===== src/rtl/pipe_rc_adder_pkg.sv =====
`default_nettype none
// +----------------------------------------------------------------------+
// | pipe_rc_adder_pkg : shared constants for the pipelined ripple adder  |
// | Rev 1.0                                                              |
// +----------------------------------------------------------------------+
package pipe_rc_adder_pkg;

  localparam int unsigned c_def_width  = 16;
  localparam int unsigned c_def_stages = 4;

  // Operation select carried on the sub pin
  localparam logic c_mode_add = 1'b0;
  localparam logic c_mode_sub = 1'b1;

endpackage : pipe_rc_adder_pkg
`default_nettype wire


===== src/rtl/pipe_rc_adder_if.sv =====
`default_nettype none
// +----------------------------------------------------------------------+
// | pipe_rc_adder_if : operand and result valid/ready channels           |
// | Rev 1.0                                                              |
// +----------------------------------------------------------------------+
interface pipe_rc_adder_if
  import pipe_rc_adder_pkg::*;
#(
  parameter int WIDTH = c_def_width
);

  logic             in_valid;
  logic             in_ready;
  logic [WIDTH-1:0] a;
  logic [WIDTH-1:0] b;
  logic             cin;
  logic             sub;
  logic             out_valid;
  logic             out_ready;
  logic [WIDTH-1:0] sum;
  logic             cout;
  logic             ovf;

  modport master (
    output in_valid, a, b, cin, sub, out_ready,
    input  in_ready, out_valid, sum, cout, ovf
  );

  modport slave (
    input  in_valid, a, b, cin, sub, out_ready,
    output in_ready, out_valid, sum, cout, ovf
  );

endinterface : pipe_rc_adder_if
`default_nettype wire


===== src/rtl/pipe_rc_adder_rca_slice.sv =====
`default_nettype none
// +----------------------------------------------------------------------+
// | rca_slice : CHUNK-bit combinational ripple-carry adder               |
// | Rev 1.0                                                              |
// +----------------------------------------------------------------------+
module rca_slice #(
  parameter int CHUNK = 4
) (
  input  logic [CHUNK-1:0] a_i,
  input  logic [CHUNK-1:0] b_i,
  input  logic             ci_i,
  output logic [CHUNK-1:0] s_o,
  output logic             co_o,
  output logic             c_msb_in_o
);

  always_comb begin : p_ripple
    logic c;
    c          = ci_i;
    s_o        = '0;
    c_msb_in_o = 1'b0;
    for (int i = 0; i < CHUNK; i++) begin
      if (i == CHUNK - 1) c_msb_in_o = c;
      s_o[i] = a_i[i] ^ b_i[i] ^ c;
      c      = (a_i[i] & b_i[i]) | (c & (a_i[i] ^ b_i[i]));
    end
    co_o = c;
  end

endmodule : rca_slice
`default_nettype wire


===== src/rtl/pipe_rc_adder.sv =====
`default_nettype none
// +----------------------------------------------------------------------+
// | pipe_rc_adder : STAGES-deep skewed ripple-carry add/sub pipeline     |
// | Rev 1.0                                                              |
// +----------------------------------------------------------------------+
module pipe_rc_adder
  import pipe_rc_adder_pkg::*;
#(
  parameter int WIDTH  = c_def_width,
  parameter int STAGES = c_def_stages
) (
  input  logic           clk,
  input  logic           rst,
  pipe_rc_adder_if.slave add_if
);

  localparam int c_stg   = (STAGES < 1) ? 1 : STAGES;
  localparam int c_chunk = WIDTH / c_stg;

  if ((STAGES < 1) || ((WIDTH % c_stg) != 0)) begin : g_param_check
    $error("pipe_rc_adder: WIDTH must be a positive multiple of STAGES");
  end

  logic [c_stg-1:0] vld;
  logic [c_stg-1:0] rdy;

  // A stage can take a beat when empty or when its occupant moves on this cycle
  always_comb begin : p_ready
    logic down_rdy;
    down_rdy = add_if.out_ready;
    rdy      = '0;
    for (int k = c_stg - 1; k >= 0; k--) begin
      rdy[k]   = !vld[k] || down_rdy;
      down_rdy = rdy[k];
    end
  end

  assign add_if.in_ready = rdy[0];

  for (genvar k = 0; k < c_stg; k++) begin : g_stage
    localparam int c_rem = WIDTH - k * c_chunk;

    logic [c_rem-1:0]           a_in;
    logic [c_rem-1:0]           b_in;
    logic                       c_in;
    logic                       v_in;
    logic                       load;
    logic [c_chunk-1:0]         s_d;
    logic                       co_d;
    logic                       cm_d;
    logic [(k+1)*c_chunk-1:0]   sum_d;
    logic [(k+1)*c_chunk-1:0]   sum_q;
    logic                       valid_q;
    logic                       carry_q;

    if (k == 0) begin : g_head
      assign a_in  = add_if.a;
      assign b_in  = (add_if.sub == c_mode_sub) ? ~add_if.b : add_if.b;
      assign c_in  = (add_if.sub == c_mode_sub) ? 1'b1 : add_if.cin;
      assign v_in  = add_if.in_valid;
      assign sum_d = s_d;
    end else begin : g_body
      assign a_in  = g_stage[k-1].g_fwd.a_q;
      assign b_in  = g_stage[k-1].g_fwd.b_q;
      assign c_in  = g_stage[k-1].carry_q;
      assign v_in  = g_stage[k-1].valid_q;
      assign sum_d = {s_d, g_stage[k-1].sum_q};
    end

    assign load   = rdy[k] && v_in;
    assign vld[k] = valid_q;

    rca_slice #(
      .CHUNK(c_chunk)
    ) u_slice (
      .a_i        (a_in[c_chunk-1:0]),
      .b_i        (b_in[c_chunk-1:0]),
      .ci_i       (c_in),
      .s_o        (s_d),
      .co_o       (co_d),
      .c_msb_in_o (cm_d)
    );

    always_ff @(posedge clk or posedge rst) begin
      if (rst) begin
        valid_q <= 1'b0;
        carry_q <= 1'b0;
        sum_q   <= '0;
      end else begin
        if (rdy[k]) valid_q <= v_in;
        if (load) begin
          carry_q <= co_d;
          sum_q   <= sum_d;
        end
      end
    end

    // Operand bits not yet consumed travel with the partial sum
    if (k < c_stg - 1) begin : g_fwd
      logic [c_rem-c_chunk-1:0] a_q;
      logic [c_rem-c_chunk-1:0] b_q;
      always_ff @(posedge clk or posedge rst) begin
        if (rst) begin
          a_q <= '0;
          b_q <= '0;
        end else if (load) begin
          a_q <= a_in[c_rem-1:c_chunk];
          b_q <= b_in[c_rem-1:c_chunk];
        end
      end
    end

    if (k == c_stg - 1) begin : g_tail
      logic ovf_q;
      always_ff @(posedge clk or posedge rst) begin
        if (rst) ovf_q <= 1'b0;
        else if (load) ovf_q <= co_d ^ cm_d;
      end
      assign add_if.out_valid = valid_q;
      assign add_if.sum       = sum_q;
      assign add_if.cout      = carry_q;
      assign add_if.ovf       = ovf_q;
    end else begin : g_mid
      logic unused_msb_c;
      assign unused_msb_c = cm_d;
    end
  end

endmodule : pipe_rc_adder
`default_nettype wire

===== src/flat_wrapper.sv =====
// flat-port wrapper written by rule: the top's interface ports become plain ports
module pipe_rc_adder_flat import pipe_rc_adder_pkg::*;
#(
  parameter int WIDTH  = c_def_width,
  parameter int STAGES = c_def_stages
)
  (clk, rst, add_if_in_valid, add_if_a, add_if_b, add_if_cin, add_if_sub, add_if_out_ready, add_if_in_ready, add_if_out_valid, add_if_sum, add_if_cout, add_if_ovf);
  pipe_rc_adder_if #(.WIDTH(WIDTH)) add_if_i ();
  input  logic clk;
  input  logic rst;
  input wire logic [$bits(add_if_i.in_valid)-1:0] add_if_in_valid;
  input wire logic [$bits(add_if_i.a)-1:0] add_if_a;
  input wire logic [$bits(add_if_i.b)-1:0] add_if_b;
  input wire logic [$bits(add_if_i.cin)-1:0] add_if_cin;
  input wire logic [$bits(add_if_i.sub)-1:0] add_if_sub;
  input wire logic [$bits(add_if_i.out_ready)-1:0] add_if_out_ready;
  output wire logic [$bits(add_if_i.in_ready)-1:0] add_if_in_ready;
  output wire logic [$bits(add_if_i.out_valid)-1:0] add_if_out_valid;
  output wire logic [$bits(add_if_i.sum)-1:0] add_if_sum;
  output wire logic [$bits(add_if_i.cout)-1:0] add_if_cout;
  output wire logic [$bits(add_if_i.ovf)-1:0] add_if_ovf;
  assign add_if_i.in_valid = add_if_in_valid;
  assign add_if_i.a = add_if_a;
  assign add_if_i.b = add_if_b;
  assign add_if_i.cin = add_if_cin;
  assign add_if_i.sub = add_if_sub;
  assign add_if_i.out_ready = add_if_out_ready;
  assign add_if_in_ready = add_if_i.in_ready;
  assign add_if_out_valid = add_if_i.out_valid;
  assign add_if_sum = add_if_i.sum;
  assign add_if_cout = add_if_i.cout;
  assign add_if_ovf = add_if_i.ovf;
  pipe_rc_adder #(.WIDTH(WIDTH), .STAGES(STAGES)) u_core (.clk(clk), .rst(rst), .add_if(add_if_i));
endmodule

===== config.mk =====
export PLATFORM = sky130hd
export DESIGN_NAME = pipe_rc_adder_flat
export DESIGN_NICKNAME = d
export VERILOG_FILES = /design/src/rtl/pipe_rc_adder_pkg.sv /design/src/rtl/pipe_rc_adder_if.sv /design/src/rtl/pipe_rc_adder_rca_slice.sv /design/src/rtl/pipe_rc_adder.sv /design/src/flat_wrapper.sv
export SDC_FILE = /design/constraint.sdc
export NUM_CORES = 1
export LEC_CHECK = 0
export CAP_MARGIN = 20
export CORE_ASPECT_RATIO = 0.6
export CORE_MARGIN = 2
export CORE_UTILIZATION = 59
export CTS_CLUSTER_SIZE = 24
export DETAILED_ROUTE_END_ITERATION = 10
export GPL_TIMING_DRIVEN = 1
export PLACE_DENSITY = 0.91
export SYNTH_ARGS = -nofsm -noshare
export SYNTH_HDL_FRONTEND = slang
export SYNTH_SLANG_ARGS = --single-unit

===== constraint.sdc =====
create_clock -name clk -period 4.36 [get_ports clk]
set_input_delay 0.436 -clock clk [delete_from_list [all_inputs] [get_ports clk]]
set_output_delay 0.436 -clock clk [all_outputs]
set_load 0.03 [all_outputs]

==> metrics, run 1 <==
clock network power share=23.4%; number of synthesized register bits=97; Clock Tree Root=clkbuf_16; drt total wl=between 7 and 8 mm; # IOs=58; Final Util=between 70% and 80%; CTS Buf Count=9; Resize count post-CTS=0; CP top delay family=adder cells; combinational share of power=33.9%; Synth top area share=57.3%; Final Cycle Share=between 60% and 70%; Pre-antenna DRT Iters=4; std cell rows=23; Starting Density=around 62%; Psw=1.07 mW; Netlist cell types=22; CP arrival=3.18 ns; Flop pwr share=between 40% and 50%; n_diodes=0; Routed Antenna Nets=0; Critical Path End Type=flip-flop; post-CTS setup buffer count=0; Pwr Total=3.34 mW; M1 WL=3.55 mm; DP Area=4860 um^2; placed cell count=422; DRC Markers=0; largest net degree at the start of global routing=64; HP Class=input port to async pin; sequential share of the synthesized area=57.3%; first-pass GRT wire length=12.3 mm; Setup TNS=0 ns; core region area=6820 um^2; vias per inst=5.29; Slew @ Worst Pin=0.772 ns; PortBufs=57; largest area contributor in the netlist=dfrtp_1; met2 wire length=3.38 mm; slowest stage delay, CP=0.45 ns; EDFF count, synth=0; CP Data Required Time=4.57 ns; top-count cell post-synth=dfrtp_1; vias in the first global route=2378; H-tree Lvls=3; Worst-path clk slew=about 0.070 ns; RSZ-0062 raised after global routing=no; Synth warnings=0; Slew HR=48.4%; max cap viols=0; setup ws final=1.39 ns; hold_ws=0.462 ns; pre-CTS setup slack=approximately 1.0 ns; static leakage=roughly 2.3 nW; Synth Instances=285; synthesis-to-finish area growth=21.7%; Post-Layout Cell Count=~440; Die Area=7900 um^2; asr flop ratio synth=100%; total number of vias=between 2000 and 2500; nets@finish=400; antenna violations before repair=0; hpwl dp=5.18 mm; GP Congestion=0.744; Sink Count=97; Hold Violations, Final=0; Worst-Skew Late Latency=between 0.3 and 0.4 ns; top sig layer=met4; CTS tree=yes; Filler Cells Inserted=about 440; Die X=113 um; Die Height=69.6 um; Post-synth top cells=dfrtp_1 (97), mux2_2 (74), inv_1 (33), fa_1 (16), xor2_1 (12); GRT Overall Usage=about a fifth; Final min period=2.97 ns; maximum VDD drop=286 uV; crit path kind=input port to flip-flop; CP startpoint kind=input port; initial drt markers=170; count of final setup violators=0; pwr/cell area=648 nW/um^2; critical path's slowest cell=clkdlybuf4s50_1; cell mode on critical path=fa_1; layout cells sized above 1=27.9%; run status=complete, no violations; met3 wire length=358 um; grt ovf=0; average wire per cell in the routed design=16.8 um; internal power component=about 2.3 mW; syn avg cell area=14.9 um^2; CP max FO=17; syn nets=around 340; Post-Syn Area=~4200 um^2; most area-consuming cells after synthesis=dfrtp_1 (57%), mux2_2 (20%), fa_1 (7.6%), inv_1 (2.9%), xor2_1 (2.5%); WP buf/inv=5; highest clock rate=0.337 GHz; CP cell instances=clkdlybuf4s50_1 > buf_4 > xnor2_1 > fa_1 > inv_1 > fa_1 > inv_1 > fa_1 > inv_1 > fa_1 > mux2_1; CTS Buffer Depth=2; clk_skew=0.00662 ns; Final Cell Area=5160 um^2; Synth Flop Type=dfrtp_1; Switching Fraction=roughly 32%; final slew viol count=0; Hold-fix buffers, CTS=0
-- worst register-to-register path, delay by kind of cell, from the launching register on --
kind | cells | cell delay, ns
XOR/XNOR | 1 | 0.15
adder cells (fa/ha/maj) | 4 | 1.32
buffers and inverters | 3 | 0.22
flip-flops | 1 | 0.37
multiplexers | 1 | 0.25
-- metal layers --
metal	GRT usage, %	up-vias
li1	-	1065
met1	30.0	1186
met2	30.7	61
met3	5.86	6
met4	6.10	0
met5	0	-
-- path summary, 6_finish.rpt --
path / endpoint / from / depth (start not counted) / slack, ns
max: u_core.g_stage[0].sum_q[3] / add_if_sub / 11 / 1.39
max in group asynchronous: u_core.g_stage[2].g_fwd.a_q[0] / rst / 3 / 2.73
min reg2reg: u_core.g_stage[0].g_fwd.a_q[11] / u_core.g_stage[0].g_fwd.a_q[11] / 1 / 0.50
min: u_core.add_if.sum[0] / rst / 2 / 0.46
min in group clk: u_core.g_stage[0].g_fwd.a_q[11] / u_core.g_stage[0].g_fwd.a_q[11] / 1 / 0.50
max reg2reg: u_core.add_if.ovf / u_core.g_stage[2].g_fwd.a_q[0] / 9 / 1.94
-- power by group through the flow --
stage	combinational, mW	sequential (mW)	clock (mW)
2_1_floorplan	0.586	1.55	0
3_3_place_gp	1.09	1.42	0
3_5_place_dp	1.14	1.44	0
4_1_cts	1.15	1.43	0.791
5_1_grt	1.23	1.47	0.838
6_report	1.13	1.42	0.783
-- cell type report --
class	count	area (um^2)	share of cell area [%]
sequential	97	2430	47.1
tap	87	109	2.11
clock buffer	11	243	4.71
multi-input combinational	145	1610	31.1
inverter	33	125	2.43
timing repair buffer	60	593	11.5
clock inverter	5	55.1	1.07
-- logic make-up after synthesis --
group	share of synthesized area (%)
AO/OA/AOI/OAI	1.54
XOR/XNOR	3.51
buffers and inverters	4.81
multiplexers	23.2
flip-flops	57.3
AND/OR/NAND/NOR	2.13
adder cells (fa/ha/maj)	7.56
-- state kept, by name, summed over array words and instances (netlist names) --
register                  count
u_core.add_if.ovf             1
u_core.g_stage.carry_q        3
u_core.g_stage.sum_q         24
u_core.add_if.out_valid       1
u_core.g_stage.g_fwd.b_q     24
u_core.g_stage.g_fwd.a_q     24
u_core.add_if.sum            16
u_core.g_stage.valid_q        3
u_core.add_if.cout            1
-- layout by cell type (no fill, tap or decap), types with 3 or more instances in the layout --
| cell | instances |
|---|---|
| a31oi_1 | 5 |
| inv_1 | 32 |
| mux2_1 | 6 |
| clkbuf_16 | 9 |
| fa_1 | 16 |
| clkdlybuf4s50_1 | 57 |
| xor2_1 | 12 |
| mux2i_1 | 8 |
| buf_4 | 3 |
| a21oi_1 | 5 |
| dfrtp_1 | 97 |
| mux2_2 | 74 |
| xnor2_1 | 5 |
| clkinv_2 | 3 |
| nand2b_1 | 5 |
(Power assumes the default switching activity.)
==> run 2: changes to the inputs <==
Settings changed: CORE_UTILIZATION 59 to 54, PLACE_DENSITY 0.91 to 0.85.
Clock period 4.36 ns to 2.9 ns, I/O delays scaled along.
==> run 2 against run 1 <==
Register-to-register slack worse by 1.4 ns. Hold slack worse by 0.077 ns. Sequential power is 51% higher.
==> metrics, run 2 (same netlist as run 1, synthesis figures left out) <==
Resize count post-CTS=0; Pwr Total=4.95 mW; CP startpoint=add_if_sub; drt total wl=roughly 7.5 mm; Final min period=2.61 ns; Slew @ Worst Pin=0.739 ns; n_diodes=0; top flop regs=u_core.g_stage.g_fwd.a_q (24), u_core.g_stage.g_fwd.b_q (24), u_core.g_stage.sum_q (24); GRT Overall Usage=about 20%; highest clock rate=0.383 GHz; first-pass GRT wire length=around 12 mm; Slew HR=about half; Routed Antenna Nets=0; Pre-antenna DRT Iters=4; most used routing layer=met2; initial drt markers=130; vias per inst=5.06; met2 Usage GRT=30.3%; Final Cycle Share=90.1%; CP max FO=3; CTS Buffer Depth=2; Critical Path End Type=flip-flop; worst setup path endpoint=u_core.g_stage[0].sum_q[3]; vias in the first global route=2426; synthesis-to-finish area growth=22.2%; DRC Markers=0; H-tree Lvls=3; static leakage=2.29 nW; Die Area=between 8000 and 9000 um^2; antenna violations before repair=0; r2r endpoint=u_core.add_if.ovf; clk_skew=0.00865 ns; CP cell instances=clkdlybuf4s50_1 > xnor2_1 > fa_1 > inv_1 > fa_1 > inv_1 > fa_1 > inv_1 > fa_1 > mux2_1; PortBufs=57; Die Height=72.6 um; core region area=7420 um^2; total number of vias=2308; layout cells sized above 1=27.8%; GRT met1 Usage=a little over a quarter; Clock Tree Root=clkbuf_16; crit path kind=input port to flip-flop; max cap viols=0; cell mode on critical path=fa_1; hold_ws=about 0.38 ns; GP Congestion=0.728; Worst-path clk slew=around 0.06 ns; Filler Cells Inserted=553; std cell rows=24; critical path's slowest cell=clkdlybuf4s50_1; CTS Buf Count=9; count of final setup violators=0; largest net degree at the start of global routing=50; Worst-Skew Late Latency=0.34 ns; slowest stage delay, CP=0.61 ns; pwr/cell area=957 nW/um^2; Starting Density=57.1%; most frequent cells in the layout=dfrtp_1 (97), mux2_2 (74), clkdlybuf4s50_1 (57); maximum VDD drop=402 uV; Hold-fix buffers, CTS=0; RSZ-0062 raised after global routing=no; average wire per cell in the routed design=between 15 and 20 um; hpwl dp=between 5 and 6 mm; post-CTS setup buffer count=0; worst reg2reg path startpoint=u_core.g_stage[2].g_fwd.a_q[0]; CP arrival=2.84 ns; Die X=118 um; run status=complete, no violations; CTS tree=yes; final slew viol count=0; flop2flop setup slack=0.52 ns; # IOs=58; worst r2r path cells=9; CP Data Required Time=3.12 ns; grt ovf=0; Hold Violations, Final=0; commonest non-fill, non-tap cell in the layout=dfrtp_1; CP startpoint kind=input port; met3 Use GR=between 5 and 6%; Sink Count=97; nets@finish=401; HP Class=input port to async pin
[run 2: changes by cell type in the layout (fill, tap and decap cells not counted), sizes merged]
cell	previous run	this run
buf	3	4
bufinv	1	0
clkbuf	11	13
clkinvlp	2	0
inv	32	33
[run 2: area by class of cell]
type	count	area, um^2	area share [%]
Clock inverter	3	15.0	0.290
Tap cell	104	130	2.51
Clock buffer	13	260	5.03
Inverter	33	126	2.44
Sequential cell	97	2430	46.9
Multi-Input combinational cell	145	1610	31.0
Timing Repair Buffer	61	613	11.8
[run 2: power by group]
group	switching, mW	total, mW	internal (mW)
registers	0.296	2.15	1.85
logic	0.836	1.71	0.875
clock network	0.472	1.10	0.624
total	1.60	4.95	3.35
[run 2: worst max-delay path: cells and delay by family]
kind,cells,cell delay [ns]
muxes,1,0.29
buffers and inverters,4,0.81
adders and majority gates,4,1.30
xor gates and xnor gates,1,0.14
[run 2: worst min-delay path by stage]
stage	from	to	slack, ns	cells after the start
2_1_floorplan	add_if_in_valid	u_core.g_stage[0].valid_q	0.40	1
3_3_place_gp	u_core.g_stage[0].sum_q[1]	u_core.g_stage[0].sum_q[1]	0.48	1
3_5_place_dp	u_core.g_stage[0].sum_q[1]	u_core.g_stage[0].sum_q[1]	0.49	1
4_1_cts	rst	u_core.add_if.sum[0]	0.40	2
5_1_grt	rst	u_core.add_if.sum[0]	0.45	2
6_report	rst	u_core.add_if.sum[0]	0.38	2
[run 2: through the flow]
step / TNS (ns) / std cells / worst slack (ns) / cell area [um^2] / utilization (%)
detailed placement: -0.0414 / 440 / -0.0414 / 4900 / 66.1
global route: 0 / 456 / 0.195 / 5180 / 69.8
finish: 0 / 456 / 0.287 / 5180 / 69.8
CTS: 0 / 456 / 0.311 / 5180 / 69.8
global placement: 0 / 440 / 0.0473 / 4900 / 66.1
floorplan: 0 / 285 / 0.0763 / 4240 / -
[run 2: metal layers]
| metal | part of all wire (%) | vias up |
|---|---|---|
| li1 | - | 1065 |
| met1 | 48 | 1170 |
| met2 | 46 | 57 |
| met3 | 4.3 | 16 |
| met4 | 2.2 | 0 |
| met5 | 0 | - |
==> RTL edit: new RTL, flow settings as in run 2 <==
Set the package constant `c_def_width` to 12 (it was 16).
--- a/src/rtl/pipe_rc_adder_pkg.sv
+++ b/src/rtl/pipe_rc_adder_pkg.sv
@@ -5,7 +5,7 @@
 // +----------------------------------------------------------------------+
 package pipe_rc_adder_pkg;
 
-  localparam int unsigned c_def_width  = 16;
+  localparam int unsigned c_def_width  = 12;
   localparam int unsigned c_def_stages = 4;
 
   // Operation select carried on the sub pin
Interface: changed (resized add_if_a, add_if_b and add_if_sum); port bits go from 58 to 46. No check against the original RTL was run, so the function may have changed too.
==> RTL edit against run 2 <==
  * Sequential cell count shrank 22
  * Sequential share of layout area fell by 0.11 points
  * Critical path type is now flop to output pin
  * First-iteration DRC count is 66% lower
  * Total power fell by 28%
  * Synthesized area down 22%
  * Final area down 22%
  * Worst hold slack worse by 0.051 ns
  * Register-to-register slack gained 0.23 ns
  * Combinational power is 29% lower
  * Highest routed layer unchanged
  * Clock power shrank 35%
  * Worst setup slack better by 0.21 ns
  * Critical endpoint is now add_if_in_ready
  * Routed wire length is 26% lower
==> RTL edit: results (changes against run 2) <==
Outcome
  – Outcome: finished clean (unchanged)

STA
  – Crit path time final: 2.40 ns (was 2.61 ns)
  – Hold_ws: 0.334 ns (was 0.385 ns)
  – Worst-Margin Slew: 0.621 ns (was 0.739 ns)

Pwr
  – Pleak: 0.00178 uW (was 0.00229 uW)
  – Final Power: 3550 uW (was 4950 uW)
  – Switching Fraction: 0.327 (was 0.324)
  – Comb. pwr: 1220 uW (was 1710 uW)
  – Worst vdd ir: 0.382 mV (was 0.402 mV)

Global routing
  – Tot GR Track Use: 0.189 (was 0.196)
  – Vias in the first global route: 1,962 (was 2,426)
  – Met2 Usage GRT: 0.291 (was 0.303)
  – Largest net degree at the start of global routing: 76 (was 50)
  – GR Util met3: 0.0815 (was 0.0555)

Synthesis
  – Distinct cells, synth: 24 (was 22)
  – Largest cells by area after synthesis: dfrtp_1 57%, mux2_2 18%, fa_1 7.3% (was dfrtp_1 57%, mux2_2 20%, fa_1 7.6%)
  – Post-synthesis sequential area ratio: 0.569 (was 0.573)
  – Synth top cells by count: 75 x dfrtp_1, 54 x mux2_2, 28 x inv_1 (was 97 x dfrtp_1, 74 x mux2_2, 33 x inv_1)
  – Mux share of post-synthesis cell area: 0.200 (was 0.232)
  – Post-synthesis adder-cell area fraction: 0.0728 (was 0.0756)

Critical path
  – Flop-to-flop setup slack: 0.75 ns (was 0.52 ns)
  – R2R cell count: 8 (was 9)
  – Crit path from: u_core.g_stage[1].valid_q$_DFFE_PP0P_ (was add_if_sub)

Placement
  – Dpl cell area: 3830 sq um (was 4900 sq um)
  – Hpwl dp: 3950 um (was 5250 um)
  – Buffers on Ports: 45 (was 57)

Cells and area
  – Share of cells above drive strength 1: 0.276 (was 0.278)

Clock tree
  – Clk root buf: clkbuf_8 (was clkbuf_16)

Routing
  – Vias post-DR: 1,843 (was 2,308)
==> RTL edit: cells by family (layout without fill, tap and decap cells) <==
| kind of cell | Yosys count | after routing |
|---|---|---|
| DFF | 75 | 75 |
| muxes | 59 | 59 |
| buffers and inverters | 36 | 92 |
| AOI/OAI and AO/OA | 21 | 21 |
| and+or+nand+nor | 18 | 18 |
| xor gates and xnor gates | 13 | 13 |
| adders and majority gates | 12 | 12 |
==> RTL edit: cell type report <==
type / instances / area, sq um
clock buffer: 11 / 151
clock inverter: 5 / 27.5
fill: 482 / 1990
inverter: 28 / 105
multi-input combinational: 123 / 1260
sequential: 75 / 1880
tap: 84 / 105
timing repair buffer: 48 / 485
==> RTL edit: layer usage <==
metal | routed length, um | share of wire
met3 | 320 | 0.058
met5 | 0 | 0
met4 | 29 | 0.0052
met2 | 2630 | 0.47
met1 | 2580 | 0.46
==> RTL edit: worst max-delay path: stages, from the launching register on <==
cell	delay, ns
dfrtp_1	0.58
nand4b_4	0.24
or2_2	0.35
clkdlybuf4s50_1	0.60
